===== src/rtl/int_fp_convert_pkg.sv =====
// Shared definitions for the integer-to-floating-point converter: FSM states,
// rounding-mode and operand-format encodings, IEEE-754 bias and mantissa widths.
package int_fp_convert_pkg;

  localparam int DATA_WIDTH = 64;

  localparam int SP_BIAS   = 127;
  localparam int DP_BIAS   = 1023;
  localparam int SP_MANT_W = 23;
  localparam int DP_MANT_W = 52;

  typedef enum logic [2:0] {
    ST_IDLE = 3'd0,
    ST_ABS  = 3'd1,
    ST_NORM = 3'd2,
    ST_RND  = 3'd3,
    ST_DONE = 3'd4
  } state_t;

  typedef enum logic [2:0] {
    RM_RNE = 3'b000,
    RM_RTZ = 3'b001,
    RM_RDN = 3'b010,
    RM_RUP = 3'b011,
    RM_RMM = 3'b100
  } rm_t;

  typedef enum logic [1:0] {
    IFMT_S32 = 2'b00,
    IFMT_U32 = 2'b01,
    IFMT_S64 = 2'b10,
    IFMT_U64 = 2'b11
  } ifmt_t;

  // Round-increment decision; encodings 101-111 fall back to RNE.
  function automatic logic round_inc(input logic [2:0] rm, input logic sign,
                                     input logic lsb, input logic g, input logic s);
    logic inc;
    case (rm)
      RM_RTZ:  inc = 1'b0;
      RM_RDN:  inc = sign & (g | s);
      RM_RUP:  inc = ~sign & (g | s);
      RM_RMM:  inc = g;
      default: inc = g & (s | lsb);
    endcase
    return inc;
  endfunction

endpackage


===== src/rtl/int_fp_convert_if.sv =====
// Request/response bundle of the integer-to-FP converter.
// Handshake: a transfer happens on a rising clock edge where the sender's valid
// and the receiver's ready are both high; the sender holds its payload stable
// while valid is high and ready is low.
interface int_fp_convert_if #(
  parameter int DATA_WIDTH = int_fp_convert_pkg::DATA_WIDTH
);
  logic                  in_valid;
  logic                  out_ready;
  logic [DATA_WIDTH-1:0] in_data;
  logic [1:0]            in_input_fmt;
  logic                  in_fmt;
  logic [2:0]            in_rm;
  logic                  out_valid;
  logic                  in_ready;
  logic [DATA_WIDTH-1:0] out_data;
  logic                  out_flg_NX;

  modport master (
    output in_valid, in_data, in_input_fmt, in_fmt, in_rm, in_ready,
    input  out_ready, out_valid, out_data, out_flg_NX
  );

  modport slave (
    input  in_valid, in_data, in_input_fmt, in_fmt, in_rm, in_ready,
    output out_ready, out_valid, out_data, out_flg_NX
  );
endinterface


===== src/rtl/int_fp_convert_leading_zero_count_64.sv =====
// Combinational 64-bit leading-zero counter with an all-zero flag.
module leading_zero_count_64 (
  input  logic [63:0] value,
  output logic [5:0]  count,
  output logic        all_zero
);

  // Ascending scan: the highest set bit is the last one to write count.
  always_comb begin
    count = 6'd0;
    for (int i = 0; i < 64; i++) begin
      if (value[i]) count = 6'(63 - i);
    end
    all_zero = (value == 64'd0);
  end

endmodule


===== src/rtl/int_fp_convert.sv =====
// Four-cycle integer (s/u 32/64) to IEEE-754 single/double converter.
// Optional macro INT_FP_NAN_BOX_EN: NaN-box single results (upper word all ones).
module int_fp_convert
  import int_fp_convert_pkg::*;
(
  input  logic            in_clk,
  input  logic            in_rst,
  int_fp_convert_if.slave bus,
  output state_t          dbg_state
);

`ifdef INT_FP_NAN_BOX_EN
  localparam logic [31:0] SP_UPPER = 32'hFFFF_FFFF;
`else
  localparam logic [31:0] SP_UPPER = 32'h0000_0000;
`endif

  state_t      state;
  logic [63:0] data_q;
  logic [1:0]  ifmt_q;
  logic        fmt_q;
  logic [2:0]  rm_q;
  logic        sign_q;
  logic [63:0] mag_q;
  logic [63:0] norm_q;
  logic [5:0]  lzc_q;
  logic        zero_q;
  logic        out_ready_q;
  logic        out_valid_q;
  logic [63:0] out_data_q;
  logic        nx_q;

  // Operand extension and magnitude
  logic [63:0] ext_c;
  logic        sign_c;
  logic [63:0] mag_c;

  always_comb begin
    case (ifmt_q)
      IFMT_S32: ext_c = {{32{data_q[31]}}, data_q[31:0]};
      IFMT_U32: ext_c = {32'd0, data_q[31:0]};
      default:  ext_c = data_q;
    endcase
    sign_c = (ifmt_q == IFMT_S32 || ifmt_q == IFMT_S64) ? ext_c[63] : 1'b0;
    mag_c  = sign_c ? (~ext_c + 64'd1) : ext_c;
  end

  logic [5:0] lzc_c;
  logic       zero_c;

  leading_zero_count_64 u_lzc (
    .value    (mag_q),
    .count    (lzc_c),
    .all_zero (zero_c)
  );

  // Rounding of the normalised magnitude; the leading one is implicit.
  logic [SP_MANT_W-1:0] sp_mant;
  logic                 sp_g, sp_s, sp_inc;
  logic [SP_MANT_W:0]   sp_sum;
  logic [DP_MANT_W-1:0] dp_mant;
  logic                 dp_g, dp_s, dp_inc;
  logic [DP_MANT_W:0]   dp_sum;
  logic [10:0]          exp_base;
  logic [10:0]          exp_r;
  logic                 carry;
  logic [63:0]          res_c;
  logic                 nx_c;

  always_comb begin
    sp_mant  = norm_q[62 -: SP_MANT_W];
    sp_g     = norm_q[62 - SP_MANT_W];
    sp_s     = |norm_q[61 - SP_MANT_W:0];
    sp_inc   = round_inc(rm_q, sign_q, sp_mant[0], sp_g, sp_s);
    sp_sum   = {1'b0, sp_mant} + (SP_MANT_W + 1)'(sp_inc);

    dp_mant  = norm_q[62 -: DP_MANT_W];
    dp_g     = norm_q[62 - DP_MANT_W];
    dp_s     = |norm_q[61 - DP_MANT_W:0];
    dp_inc   = round_inc(rm_q, sign_q, dp_mant[0], dp_g, dp_s);
    dp_sum   = {1'b0, dp_mant} + (DP_MANT_W + 1)'(dp_inc);

    exp_base = 11'd63 - {5'd0, lzc_q} + (fmt_q ? 11'(DP_BIAS) : 11'(SP_BIAS));
    carry    = fmt_q ? dp_sum[DP_MANT_W] : sp_sum[SP_MANT_W];
    exp_r    = exp_base + {10'd0, carry};

    // A carry-out leaves the summed mantissa field at zero on its own.
    if (zero_q) begin
      res_c = fmt_q ? 64'd0 : {SP_UPPER, 32'd0};
      nx_c  = 1'b0;
    end else if (fmt_q) begin
      res_c = {sign_q, exp_r, dp_sum[DP_MANT_W-1:0]};
      nx_c  = dp_g | dp_s;
    end else begin
      res_c = {SP_UPPER, sign_q, exp_r[7:0], sp_sum[SP_MANT_W-1:0]};
      nx_c  = sp_g | sp_s;
    end
  end

  always_ff @(posedge in_clk or posedge in_rst) begin
    if (in_rst) begin
      state       <= ST_IDLE;
      data_q      <= 64'd0;
      ifmt_q      <= 2'd0;
      fmt_q       <= 1'b0;
      rm_q        <= 3'd0;
      sign_q      <= 1'b0;
      mag_q       <= 64'd0;
      norm_q      <= 64'd0;
      lzc_q       <= 6'd0;
      zero_q      <= 1'b0;
      out_ready_q <= 1'b1;
      out_valid_q <= 1'b0;
      out_data_q  <= 64'd0;
      nx_q        <= 1'b0;
    end else begin
      case (state)
        ST_IDLE: begin
          if (bus.in_valid && out_ready_q) begin
            data_q      <= bus.in_data;
            ifmt_q      <= bus.in_input_fmt;
            fmt_q       <= bus.in_fmt;
            rm_q        <= bus.in_rm;
            out_ready_q <= 1'b0;
            state       <= ST_ABS;
          end
        end
        ST_ABS: begin
          sign_q <= sign_c;
          mag_q  <= mag_c;
          state  <= ST_NORM;
        end
        ST_NORM: begin
          norm_q <= mag_q << lzc_c;
          lzc_q  <= lzc_c;
          zero_q <= zero_c;
          state  <= ST_RND;
        end
        ST_RND: begin
          out_data_q  <= res_c;
          nx_q        <= nx_c;
          out_valid_q <= 1'b1;
          state       <= ST_DONE;
        end
        ST_DONE: begin
          if (bus.in_ready) begin
            out_valid_q <= 1'b0;
            out_ready_q <= 1'b1;
            state       <= ST_IDLE;
          end
        end
        default: begin
          out_valid_q <= 1'b0;
          out_ready_q <= 1'b1;
          state       <= ST_IDLE;
        end
      endcase
    end
  end

  assign bus.out_ready  = out_ready_q;
  assign bus.out_valid  = out_valid_q;
  assign bus.out_data   = out_data_q;
  assign bus.out_flg_NX = nx_q;
  assign dbg_state      = state;

endmodule


===== src/flat_wrapper.sv =====
// flat-port wrapper written by rule: the top's interface ports become plain ports
module int_fp_convert_flat import int_fp_convert_pkg::*;
  (in_clk, in_rst, dbg_state, bus_in_valid, bus_in_data, bus_in_input_fmt, bus_in_fmt, bus_in_rm, bus_in_ready, bus_out_ready, bus_out_valid, bus_out_data, bus_out_flg_NX);
  int_fp_convert_if #(.DATA_WIDTH(64)) bus_i ();
  input  logic in_clk;
  input  logic in_rst;
  output state_t dbg_state;
  input wire logic [$bits(bus_i.in_valid)-1:0] bus_in_valid;
  input wire logic [$bits(bus_i.in_data)-1:0] bus_in_data;
  input wire logic [$bits(bus_i.in_input_fmt)-1:0] bus_in_input_fmt;
  input wire logic [$bits(bus_i.in_fmt)-1:0] bus_in_fmt;
  input wire logic [$bits(bus_i.in_rm)-1:0] bus_in_rm;
  input wire logic [$bits(bus_i.in_ready)-1:0] bus_in_ready;
  output wire logic [$bits(bus_i.out_ready)-1:0] bus_out_ready;
  output wire logic [$bits(bus_i.out_valid)-1:0] bus_out_valid;
  output wire logic [$bits(bus_i.out_data)-1:0] bus_out_data;
  output wire logic [$bits(bus_i.out_flg_NX)-1:0] bus_out_flg_NX;
  assign bus_i.in_valid = bus_in_valid;
  assign bus_i.in_data = bus_in_data;
  assign bus_i.in_input_fmt = bus_in_input_fmt;
  assign bus_i.in_fmt = bus_in_fmt;
  assign bus_i.in_rm = bus_in_rm;
  assign bus_i.in_ready = bus_in_ready;
  assign bus_out_ready = bus_i.out_ready;
  assign bus_out_valid = bus_i.out_valid;
  assign bus_out_data = bus_i.out_data;
  assign bus_out_flg_NX = bus_i.out_flg_NX;
  int_fp_convert u_core (.in_clk(in_clk), .in_rst(in_rst), .bus(bus_i), .dbg_state(dbg_state));
endmodule

===== config.mk =====
export PLATFORM = sky130hd
export DESIGN_NAME = int_fp_convert_flat
export DESIGN_NICKNAME = d
export VERILOG_FILES = /design/src/rtl/int_fp_convert_pkg.sv /design/src/rtl/int_fp_convert_if.sv /design/src/rtl/int_fp_convert_leading_zero_count_64.sv /design/src/rtl/int_fp_convert.sv /design/src/flat_wrapper.sv
export SDC_FILE = /design/constraint.sdc
export NUM_CORES = 1
export LEC_CHECK = 0
export ABC_AREA = 0
export ABC_CLOCK_PERIOD_IN_PS = 12900
export CAP_MARGIN = 10
export CELL_PAD_IN_SITES_DETAIL_PLACEMENT = 2
export CELL_PAD_IN_SITES_GLOBAL_PLACEMENT = 2
export CORE_MARGIN = 2
export CORE_UTILIZATION = 37
export DETAILED_ROUTE_END_ITERATION = 12
export GPL_TIMING_DRIVEN = 0
export PLACE_DENSITY = 0.81
export REMOVE_ABC_BUFFERS = 1
export SLEW_MARGIN = 20
export SYNTH_ARGS = -nofsm -noshare
export SYNTH_HDL_FRONTEND = slang
export SYNTH_SLANG_ARGS = --single-unit

===== constraint.sdc =====
create_clock -name in_clk -period 12.9 [get_ports in_clk]
set_clock_uncertainty 0.2 [all_clocks]
set_input_delay 1.935 -clock in_clk [delete_from_list [all_inputs] [get_ports in_clk]]
set_output_delay 1.935 -clock in_clk [all_outputs]
set_load 0.1 [all_outputs]

Word level (Yosys, flattened, before mapping)
Cells that the tools add are included.
{"block": "totals", "reg_bits": 275, "in_bits": 74}
{"block": "classes", "add_sub_neg": 6, "n_eq_ne": 12, "n_shift": 1, "n_mux": 83, "bitwise": 14, "n_reduce_logical": 13}
{"op": "6-bit 2-to-1 mux", "count": 64}
{"op": "64-bit 2-to-1 mux", "count": 3}
{"op": "64-bit case mux with 2 select lines", "count": 1}
{"op": "64-bit by 1-bit adder with 64-bit output (second input constant)", "count": 1}
{"op": "64-bit logical NOT", "count": 1}
{"op": "64-bit NOT", "count": 1}
{"op": "64-bit by 6-bit << shifter with 63-bit output", "count": 1}
{"op": "52-bit by 1-bit adder with 53-bit output", "count": 1}
{"op": "39-bit OR reduction", "count": 1}
{"op": "23-bit by 1-bit adder with 24-bit output", "count": 1}
{"op": "3-bit case mux with 5 select lines", "count": 1}
{"op": "3-bit by 2-bit == test with 1-bit output (second input constant)", "count": 4}
{"op": "11-bit by 1-bit adder with 11-bit output", "count": 1}
{"op": "11-bit adder", "count": 1}
{"op": "10-bit 2-to-1 mux", "count": 1}
{"op": "10-bit OR reduction", "count": 1}
{"op": "1-bit case mux with 4 select lines", "count": 2}
{"op": "1-bit 2-to-1 mux", "count": 7}
{"op": "6-bit by 6-bit subtractor with 7-bit output (first input constant)", "count": 1}
{"op": "1-bit AND", "count": 6}
{"op": "3-bit by 1-bit == test with 1-bit output (second input constant)", "count": 2}
{"op": "3-bit == test (second input constant)", "count": 2}
{"op": "3-bit 2-to-1 mux", "count": 2}
{"op": "1-bit case mux with 3 select lines", "count": 2}
{"op": "13 further kinds", "count": 21}

Depth between registers and ports, before layout
Gate-level depths: netlist (run 1).
{"block": "depth", "depth_word": 65, "mapped_depth": 22}

Modules after synthesis
From an unflattened synthesis (run 1), not the netlist that was laid out.
{"block": "unflattened", "hier_cells": 2006, "hier_area_um2": 18723.0}
{"module": "int_fp_convert", "instances": 1, "cells_per_inst": 1861, "area_each_um2": 17943.5}
{"module": "leading_zero_count_64", "instances": 1, "cells_per_inst": 145, "area_each_um2": 779.5}

Least setup slack after synthesis (run 1)
OpenSTA, ideal clock, no wires.
{"block": "synth_timing", "path_kind": "register to register", "startpoint": "reg u_core.sign_q", "endpoint": "reg u_core.out_data_q[27] (netlist: u_core.bus.out_data[27])", "arrival_ns": 3.806, "slack_ns": 8.811, "stages_incl_launch_ff": 23, "period_less_slack_ns": 4.089, "path_cell_list": "dfrtp_1 xnor2_1 nor3b_1 nand2_1 a21oi_1 ha_1 ha_1 nand3_1 nor2_1 nand3_1 nor4_1 and3_1 nor2b_1 and3_1 nand2_1 o21ai_0 nand4_1 ha_1 ha_1 nand3_1 xor2_1 a22oi_1 o21ai_0"}
{"block": "synth_via", "elab_chain_len": 8, "elab_cells_between_ends": 13}
{"element": "from (decl)", "line": "int_fp_convert.sv:23", "source": "logic sign_q;"}
{"element": "from (signal assigned)", "line": "int_fp_convert.sv:129", "source": "sign_q <= sign_c;"}
{"element": "1-bit NOT", "line": "int_fp_convert_pkg.sv:42", "source": "RM_RUP: inc = ~sign & (g | s);"}
{"element": "1-bit AND", "line": "int_fp_convert_pkg.sv:42"}
{"element": "1-bit case mux with 4 select lines", "line": "int_fp_convert_pkg.sv:39", "source": "case (rm)"}
{"element": "52-bit by 1-bit adder with 53-bit output or 23-bit by 1-bit adder with 24-bit output (tied branches)", "line": "int_fp_convert.sv:81, int_fp_convert.sv:75"}
{"element": "1-bit 2-to-1 mux", "line": "int_fp_convert.sv:84", "source": "carry = fmt_q ? dp_sum[DP_MANT_W] : sp_sum[SP_MANT_W];"}
{"element": "11-bit by 1-bit adder with 11-bit output", "line": "int_fp_convert.sv:85", "source": "exp_r = exp_base + {10'd0, carry};"}
{"element": "64-bit 2-to-1 mux *", "line": "int_fp_convert.sv:91", "source": "end else if (fmt_q) begin"}
{"element": "64-bit 2-to-1 mux *", "line": "int_fp_convert.sv:88", "source": "if (zero_q) begin"}
{"element": "to (signal assigned)", "line": "int_fp_convert.sv:140", "source": "out_data_q <= res_c;"}
{"element": "to (decl)", "line": "int_fp_convert.sv:30", "source": "logic [63:0] out_data_q;"}
Every way passes the cells marked *; elsewhere a longest branch is shown, timed or not.
A chain may end at the register's enable or synchronous reset.

Worst setup path in the final report (run 1)
Same ends and word-level chain as after synthesis.

==> results of run 1 <==
==> cell usage in the layout, fill, tap and decap left out, drive strengths merged, types with 12 or more instances in the layout <==
cell,count
or4,13
nor3,40
clkdlybuf4s50,143
o221ai,22
xnor2,57
and3,13
nor2b,12
or3,13
dfrtp,274
a21oi,104
o22ai,14
nand4,26
o21ai,178
a31oi,12
a22o,35
nand3,46
nand2b,18
o31ai,22
mux2i,145
mux2,79
buf,27
nand2,303
o211ai,18
inv,29
a221oi,13
nor2,150
xor2,78
clkbuf,50
nor4,34
a22oi,25
==> routing by layer <==
layer / global-route usage / routed length, um / up-vias
met5: 0 / 0 / -
met4: 0.08667 / 1979 / 0
met3: 0.03503 / 2443 / 113
met2: 0.4770 / 33760 / 346
met1: 0.3417 / 29290 / 8331
li1: - / - / 7487
==> worst register-to-register path: cells and delay by family (launching register included) <==
kind	cells	cell delay [ps]
DFF	1	470
xor gates and xnor gates	2	420
adders and majority gates	4	1000
AOI/OAI and AO/OA	4	540
and+or+nand+nor	12	3070
==> cell families (layout without fill, tap and decap cells) <==
kind of cell	Yosys count	count (layout)	synth area share
buf+inv	177	259	0.04138
flops	275	275	0.3865
compound gates	523	523	0.1903
simple gates	692	692	0.1766
mux	226	226	0.1340
xor+xnor	135	135	0.06640
fa+ha+maj	7	7	0.004918
==> flip-flops by register name, summed over array words and instances, names as in the netlist <==
register / count
u_core.bus.out_data: 64
u_core.bus.out_flg_NX: 1
u_core.bus.out_ready: 1
u_core.bus.out_valid: 1
u_core.data_q: 64
u_core.dbg_state: 3
u_core.fmt_q: 1
u_core.ifmt_q: 2
u_core.lzc_q: 6
u_core.mag_q: 64
u_core.norm_q: 63
u_core.rm_q: 3
u_core.sign_q: 1
u_core.zero_q: 1
==> area by class of cell <==
cell class | count | area share
tap | 615 | 0.03638
multi-input combinational | 1583 | 0.4862
clock inverter | 12 | 0.007335
clock buffer | 50 | 0.04785
sequential | 275 | 0.3254
inverter | 27 | 0.005146
timing repair buffer | 170 | 0.09162
==> metrics by stage <==
stage / setup TNS (ps) / std cells / cell area (um2) / hold WS [ps]
global route: 0 / 2732 / 21150 / 326.1
finish: 0 / 2732 / 21150 / 283.3
detailed placement: 0 / 2670 / 19980 / 278.8
floorplan: 0 / 1885 / 17170 / 250.2
CTS: 0 / 2732 / 21150 / 291.7
global placement: -90690 / 2643 / 19370 / 262.0
==> path summary, 6_finish.rpt <==
| kind | start | to | slack (ps) | depth (start not counted) |
|---|---|---|---|---|
| worst min-delay path | u_core.bus.out_data[36] | u_core.bus.out_data[36] | 280 | 2 |
| max in group asynchronous | in_rst | u_core.ifmt_q[1] | 9430 | 4 |
| worst min register to register | u_core.bus.out_data[36] | u_core.bus.out_data[36] | 280 | 2 |
| worst max register to register | u_core.sign_q | u_core.bus.out_data[27] | 7100 | 22 |
| worst max-delay path | u_core.sign_q | u_core.bus.out_data[27] | 7100 | 22 |
| min in group asynchronous | in_rst | u_core.bus.out_data[59] | 1610 | 2 |
==> results.cfg, run 1 <==
[logic_synthesis]
yosysWarnings = 0
netlist_top_cells_area = dfrtp_1 39%, mux2i_1 8.2%, nand2_1 6.4%
synth.largest_area_cell = dfrtp_1
synth_edf_count = 0
synth_cells = 2035
synth.top_cell.area_share = 0.3850
synth_area_mm2 = 0.01781
synth.distinct_cells = 76
ys_ff_latch = 275
yosysMostFrequentCell = nand2_1
ys_seq_area_frac = 0.3865
synthTopCellsByCount = 303 x nand2_1, 274 x dfrtp_1, 171 x o21ai_0, 150 x nor2_1, 145 x mux2i_1
async_flop_share = 1.000
syn_avg_cell_area_um2 = 8.751
synth_flop_cell = dfrtp_1

[final_layout]
nFillCells = 5197
area_growth_pct = 18.78
seq_area_mm2 = 0.006884
multi_input_area_mm2 = 0.01028
drive_gt1_frac = 0.09306
diodes = 0
layout.nets = 2173
post-route-util = 0.4440

[floorplan]
die_h_um = 223.4
core_area_mm2 = 0.04765
die_x_um = 223.4
initial_core_util = 0.3738
dieArea_mm2 = 0.04990
ios = 144
fp-row-count = 80

[placed_design]
dp_hpwl_um = 51070
numPortBuffers = 143
pre_cts_ws_ps = 7148
gp_congestion = 0.9129

[detailed_routing]
postRouteAntennaNets = 0
drc = 0
wire_per_inst_um = 24.70
dr.pass1.iters = 6
drt_wl_total_um = 67470
drt_iter0_drc = 992
vias = 16280
vias_per_cell = 5.958

[setup_path]
cpPeakStageDelay_ps = 670
cp-end-kind = register
cpMostUsedCell = ha_1
cp_data_required_time_ps = 13180
critPathKind = reg2reg
path_cells = xnor2_1 -> nor3b_1 -> nand2_1 -> a21oi_1 -> ha_1 -> ha_1 -> nand3_1 -> nor2_1 -> nand3_1 -> nor4_1 -> and3_1 -> nor2b_1 -> and3_1 -> nand2_1 -> o21ai_0 -> nand4_1 -> ha_1 -> ha_1 -> nand3_1 -> xor2_1 -> a22oi_1 -> o21ai_0
path_buf_inv = 0
start_kind = register
cp_top_family = simple AND/OR/NAND/NOR gates
critPathMaxFanout = 5
critPathSlowestCell = nor4_1
critPathArrivalTime_ps = 6080

[cts]
clkTransAtPathRegs_ps = 60
cts_max_path_buffers = 3
root_buffer = clkbuf_16
cts_setup_buffers = 0
clkLatencyLatePin_ps = 580
hold_buffers = 0
cts_resized = 0
numCtsBuffers = 35
ctsHtreeMaxLevel = 2
cts.sinks = 275
cts_tree = done

[timing]
worst_slew_pin_slew_ps = 1115
setup_viol_count_final = 0
rsz0062_at_grt = false
drv_slew = 0
period_minus_slack_ps = 5795
fin_crit_sh = 0.4492
fmax_mhz = 172.6
slew_headroom = 0.2495
worst_slack_ps = 7105
hold_viol = 0

[global_route]
grt_pass1_wl_um = 106000
grt_max_degree = 101
antenna_found_initial = 0
overflow = 0
grt.total_usage = 0.2700
grt_pass1_vias = 17580

[run]
drv_cap = 0

[status]
status = finished, final reports clean

[worst_hold_path]
hold_class = reg2reg
Power of run 1 is not shown: default switching activity piles up to over one toggle a cycle in this logic, so the estimate is an artifact.
==> run 2: changes to the inputs <==
- ABC_CLOCK_PERIOD_IN_PS: 12900 -> 5600
- clock period: 12.9 -> 5.6 ns (I/O delays scaled with it)
==> run 2 against run 1 <==
Final area is 0.17% higher. Clock-buffer cell count did not move. Routed wire length grew 0.71%. Critical path depth did not move. Register-to-register slack lost 6900 ps. Global-route usage hardly changed. Core utilization is 0.076 points higher. Sequential share of layout area shrank 0.056 points. Critical path type unchanged. Largest cell class unchanged.
==> results.cfg, run 2 (synthesis gave the netlist of run 1 again) <==
[detailed_routing]
dr.pass1.iters = 5
vias_per_cell = 5.982
postRouteAntennaNets = 0
vias = 16350
drt_wl_total_um = 67950
drt_iter0_drc = 957
drc = 0
wire_per_inst_um = 24.86

[placed_design]
post_dp_cell_area_mm2 = 0.01998
pre_cts_ws_ps = -151.9
numPortBuffers = 143
gp_congestion = 0.9129
dp_hpwl_um = 51070
dp_cells = 2670

[floorplan]
fp-row-count = 80
dieArea_mm2 = 0.04990
die_x_um = 223.4
ios = 144
core_area_mm2 = 0.04765
initial_core_util = 0.3738
die_h_um = 223.4

[cts]
numCtsBuffers = 35
ctsHtreeMaxLevel = 2
root_buffer = clkbuf_16
cts_max_path_buffers = 3
clkTransAtPathRegs_ps = 60
cts_tree = done
clkLatencyLatePin_ps = 580
cts.sinks = 275

[final_layout]
post-route-util = 0.4447
diodes = 0
area_growth_pct = 18.98
nFillCells = 5192
stdcell_area_mm2 = 0.02119
layout_commonest_cell = nand2_1
multi_input_area_mm2 = 0.01031
drive_gt1_frac = 0.09537
layout.nets = 2174
fin_cells = 2733
seq_area_mm2 = 0.006884
mostFrequentLayoutCells = 300 x nand2_1, 273 x dfrtp_1, 169 x o21ai_0

[setup_path]
critPathKind = reg2reg
start_kind = register
r2r_setup_slack_ps = 230
critPathArrivalTime_ps = 5660
cp_data_required_time_ps = 5890
cp-end-kind = register
critPathMaxFanout = 5

[status]
status = finished, final reports clean

[timing]
worst_slack_ps = 230.0
worst_slew_pin_slew_ps = 1111
slew_headroom = 0.2524
fmax_mhz = 186.2
hold_viol = 0
drv_slew = 0
period_minus_slack_ps = 5370
fin_crit_sh = 0.9589
setup_viol_count_final = 0

[global_route]
grt_max_degree = 101
overflow = 0
grt_pass1_wl_um = 106100
grt_pass1_vias = 17600
antenna_found_initial = 0
grt.total_usage = 0.2704

[worst_hold_path]
hold_class = reg2reg

[run]
drv_cap = 0
-- run 2: cell type report --
type | instances | area share
sequential | 275 | 0.3249
tap | 615 | 0.03632
clock buffer | 50 | 0.04777
inverter | 27 | 0.005137
timing repair buffer | 171 | 0.09182
clock inverter | 12 | 0.007322
multi-input combinational | 1583 | 0.4867
-- run 2: per-stage QoR --
stage,hold WS [ps],TNS [ps]
detailed placement,278.8,-315.9
global placement,262.0,-2204040
global route,326.1,-26.96
finish,283.4,0
floorplan,250.2,-952970
CTS,291.7,0
-- run 2: worst paths after layout --
kind | from | end | depth (start not counted)
setup / recovery | u_core.sign_q | u_core.bus.out_data[27] | 22
hold / removal | u_core.bus.out_data[36] | u_core.bus.out_data[36] | 2
setup reg to reg | u_core.sign_q | u_core.bus.out_data[27] | 22
hold reg to reg | u_core.bus.out_data[36] | u_core.bus.out_data[36] | 2
max in group asynchronous | in_rst | u_core.ifmt_q[1] | 4
min in group asynchronous | in_rst | u_core.bus.out_data[59] | 2
-- run 2: worst max-delay path: stages, from the launching register on --
cell and delay, ps:
dfrtp_1 470, xnor2_1 180, nor3b_2 240, nand2_1 80, a21oi_1 170, ha_1 220
ha_1 220, nand3_1 210, nor2_1 190, nand3_1 230, nor4_4 270, and3_1 260
nor2b_2 320, and3_1 300, nand2_1 70, o21ai_0 110, nand4_1 290, ha_1 360
ha_1 250, nand3_1 120, xor2_1 270, a22oi_1 120, o21ai_0 120
-- run 2: what timing repair did --
action / in CTS / in global routing
hold buffers: 0 / 0
endpoints found under the hold margin: 0 / 0
setup buffers: 0 / 1
endpoints found under the setup margin: 11 / 16
pin swaps: 0 / 1
gates resized for setup: 2 / 3
-- run 2: per-layer routing --
layer / global-route usage / up-vias / part of all wire
met4: 0.08903 / 0 / 0.031
met1: 0.3421 / 8365 / 0.43
met3: 0.03543 / 124 / 0.037
met5: 0 / - / 0
met2: 0.4766 / 363 / 0.50
li1: - / 7497 / -
Power of run 2 is left out for the same reason.
==> run 3: changes to the inputs <==
- CORE_UTILIZATION: 37 -> 38
- PLACE_DENSITY: 0.81 -> 0.8
- SYNTH_HIERARCHICAL: default -> 1
==> run 3 against run 2 <==
Routed wire length up 5.5%. Worst setup slack worse by 3.8 ps. Sequential share of layout area down 1.6 points.
==> results.cfg, run 3 <==
[timing]
hold_viol = 0
drv_slew = 0
period_minus_slack_ps = 5374
slew_headroom = 0.3087
worst_slew_pin_slew_ps = 1037
setup_viol_count_final = 0
fmax_mhz = 186.1
rsz0062_at_grt = false
whs_ps = 288.1
fin_crit_sh = 0.9596

[logic_synthesis]
netlist_top_cells_area = dfrtp_1 37%, mux4_2 9.4%, mux2_2 5.8%
async_flop_share = 1.000
syn_avg_cell_area_um2 = 9.333
synthTopCellsByCount = 274 x dfrtp_1, 255 x nand2_1, 175 x o21ai_0, 134 x nor2_1, 103 x clkbuf_1
ys_seq_area_frac = 0.3676
synth_flop_cell = dfrtp_1
synth.distinct_cells = 73
ys_ff_latch = 275
synth_top_family_by_area = multiplexers
synth_cells = 2006
synth.largest_area_cell = dfrtp_1
synth_area_mm2 = 0.01872
yosysWarnings = 6
synthMuxAreaShare = 0.1842
synth.top_cell.area_share = 0.3662
yosysMostFrequentCell = dfrtp_1
synthAdderAreaFrac = 0.004678
synth_edf_count = 0
synth_compound_area_frac = 0.1701
synthSimpleGateAreaFrac = 0.1764
synth_xor_area_frac = 0.06034

[final_layout]
diodes = 0
nFillCells = 5103
stdcell_area_mm2 = 0.02233
mostFrequentLayoutCells = 272 x dfrtp_1, 253 x nand2_1, 174 x o21ai_0
layout.nets = 2156
drive_gt1_frac = 0.1498
layout_commonest_cell = dfrtp_1
area_growth_pct = 19.24
fin_cells = 2760
post-route-util = 0.4580

[setup_path]
start_kind = register
cp_data_required_time_ps = 5790
cp-end-kind = register
critPathArrivalTime_ps = 5560
startpoint = u_core/mag_q[1]
r2r_start = u_core/mag_q[1]
critPathMaxFanout = 28
critPathKind = reg2reg

[global_route]
grt_pass1_vias = 18520
grt_max_degree = 92
overflow = 0
grt_pass1_wl_um = 112400
grt.total_usage = 0.2836
antenna_found_initial = 0

[floorplan]
die_h_um = 226.0
fp-row-count = 81
die_x_um = 226.0
initial_core_util = 0.3841
dieArea_mm2 = 0.05106
ios = 144
core_area_mm2 = 0.04875

[detailed_routing]
postRouteAntennaNets = 0
vias_per_cell = 6.172
drt_wl_total_um = 71660
vias = 17030
dr.pass1.iters = 5
wire_per_inst_um = 25.96
drt_iter0_drc = 1029
drc = 0

[cts]
clkTransAtPathRegs_ps = 60
cts_setup_buffers = 0
cts_max_path_buffers = 3
ctsHtreeMaxLevel = 2
cts.sinks = 275
hold_buffers = 0
root_buffer = clkbuf_16
cts_tree = done
numCtsBuffers = 36
clkLatencyLatePin_ps = 560

[placed_design]
dp_cells = 2701
post_dp_cell_area_mm2 = 0.02117
gp_congestion = 0.8628
dp_hpwl_um = 53270
numPortBuffers = 143

[worst_hold_path]
hold_class = reg2reg
hold_start = u_core/bus.out_data[48]

[run]
drv_cap = 0

[status]
status = finished, final reports clean
run 3: layout make-up:
class,count,area (um2),area share
multi-input combinational,1554,11280,0.5051
clock inverter,11,93.84,0.004203
sequential,275,6888,0.3085
tap,664,830.8,0.03721
clock buffer,48,1047,0.04691
timing repair buffer,177,2066,0.09253
inverter,31,123.9,0.005548
run 3: timing repair:
item	in CTS	in global routing
endpoints found under the setup margin	0	4
endpoints found under the hold margin	0	0
resized for setup	0	2
run 3: layer usage:
metal	routed length, um	part of all wire	vias up	global-route usage
li1	-	-	7607	-
met1	29930	0.42	8874	0.3561
met2	36380	0.51	420	0.4991
met3	2568	0.036	133	0.02979
met4	2783	0.039	0	0.1128
met5	0	0	-	0
run 3: stage by stage:
stage | setup WS, ps | setup TNS [ps]
after floorplan | -6373 | -1192350
after CTS | 72.32 | 0
after detailed placement | 125.6 | 0
after global placement | -10480 | -2572050
final | 226.2 | 0
after global routing | 26.98 | 0
run 3: logic make-up after synthesis:
| logic type | Yosys count |
|---|---|
| simple gates | 686 |
| compound gates | 497 |
| flops | 275 |
| mux | 235 |
| buf+inv | 177 |
| xor+xnor | 129 |
| fa+ha+maj | 7 |
run 3: worst max-delay path: stages, from the launching register on:
cell	delay [ps]
dfrtp_1	500
nor2_1	90
o31ai_1	230
a211oi_1	130
o311ai_0	690
a311oi_1	300
nor2_4	560
buf_16	250
buf_12	210
mux4_2	550
mux2_2	320
mux2i_1	280
nor2_1	90
a311oi_2	570
o221ai_1	190
run 3: path summary, 6_finish.rpt:
| check | endpoint | slack (ps) | depth (start not counted) |
|---|---|---|---|
| max reg2reg | u_core/norm_q[48] | 230 | 14 |
| min | u_core/bus.out_data[48] | 290 | 2 |
| max | u_core/norm_q[48] | 230 | 14 |
| min in group asynchronous | u_core/sign_q | 540 | 2 |
| max in group asynchronous | u_core/bus.out_data[49] | 3520 | 4 |
| min reg2reg | u_core/bus.out_data[48] | 290 | 2 |
Power of run 3 is left out for the same reason.
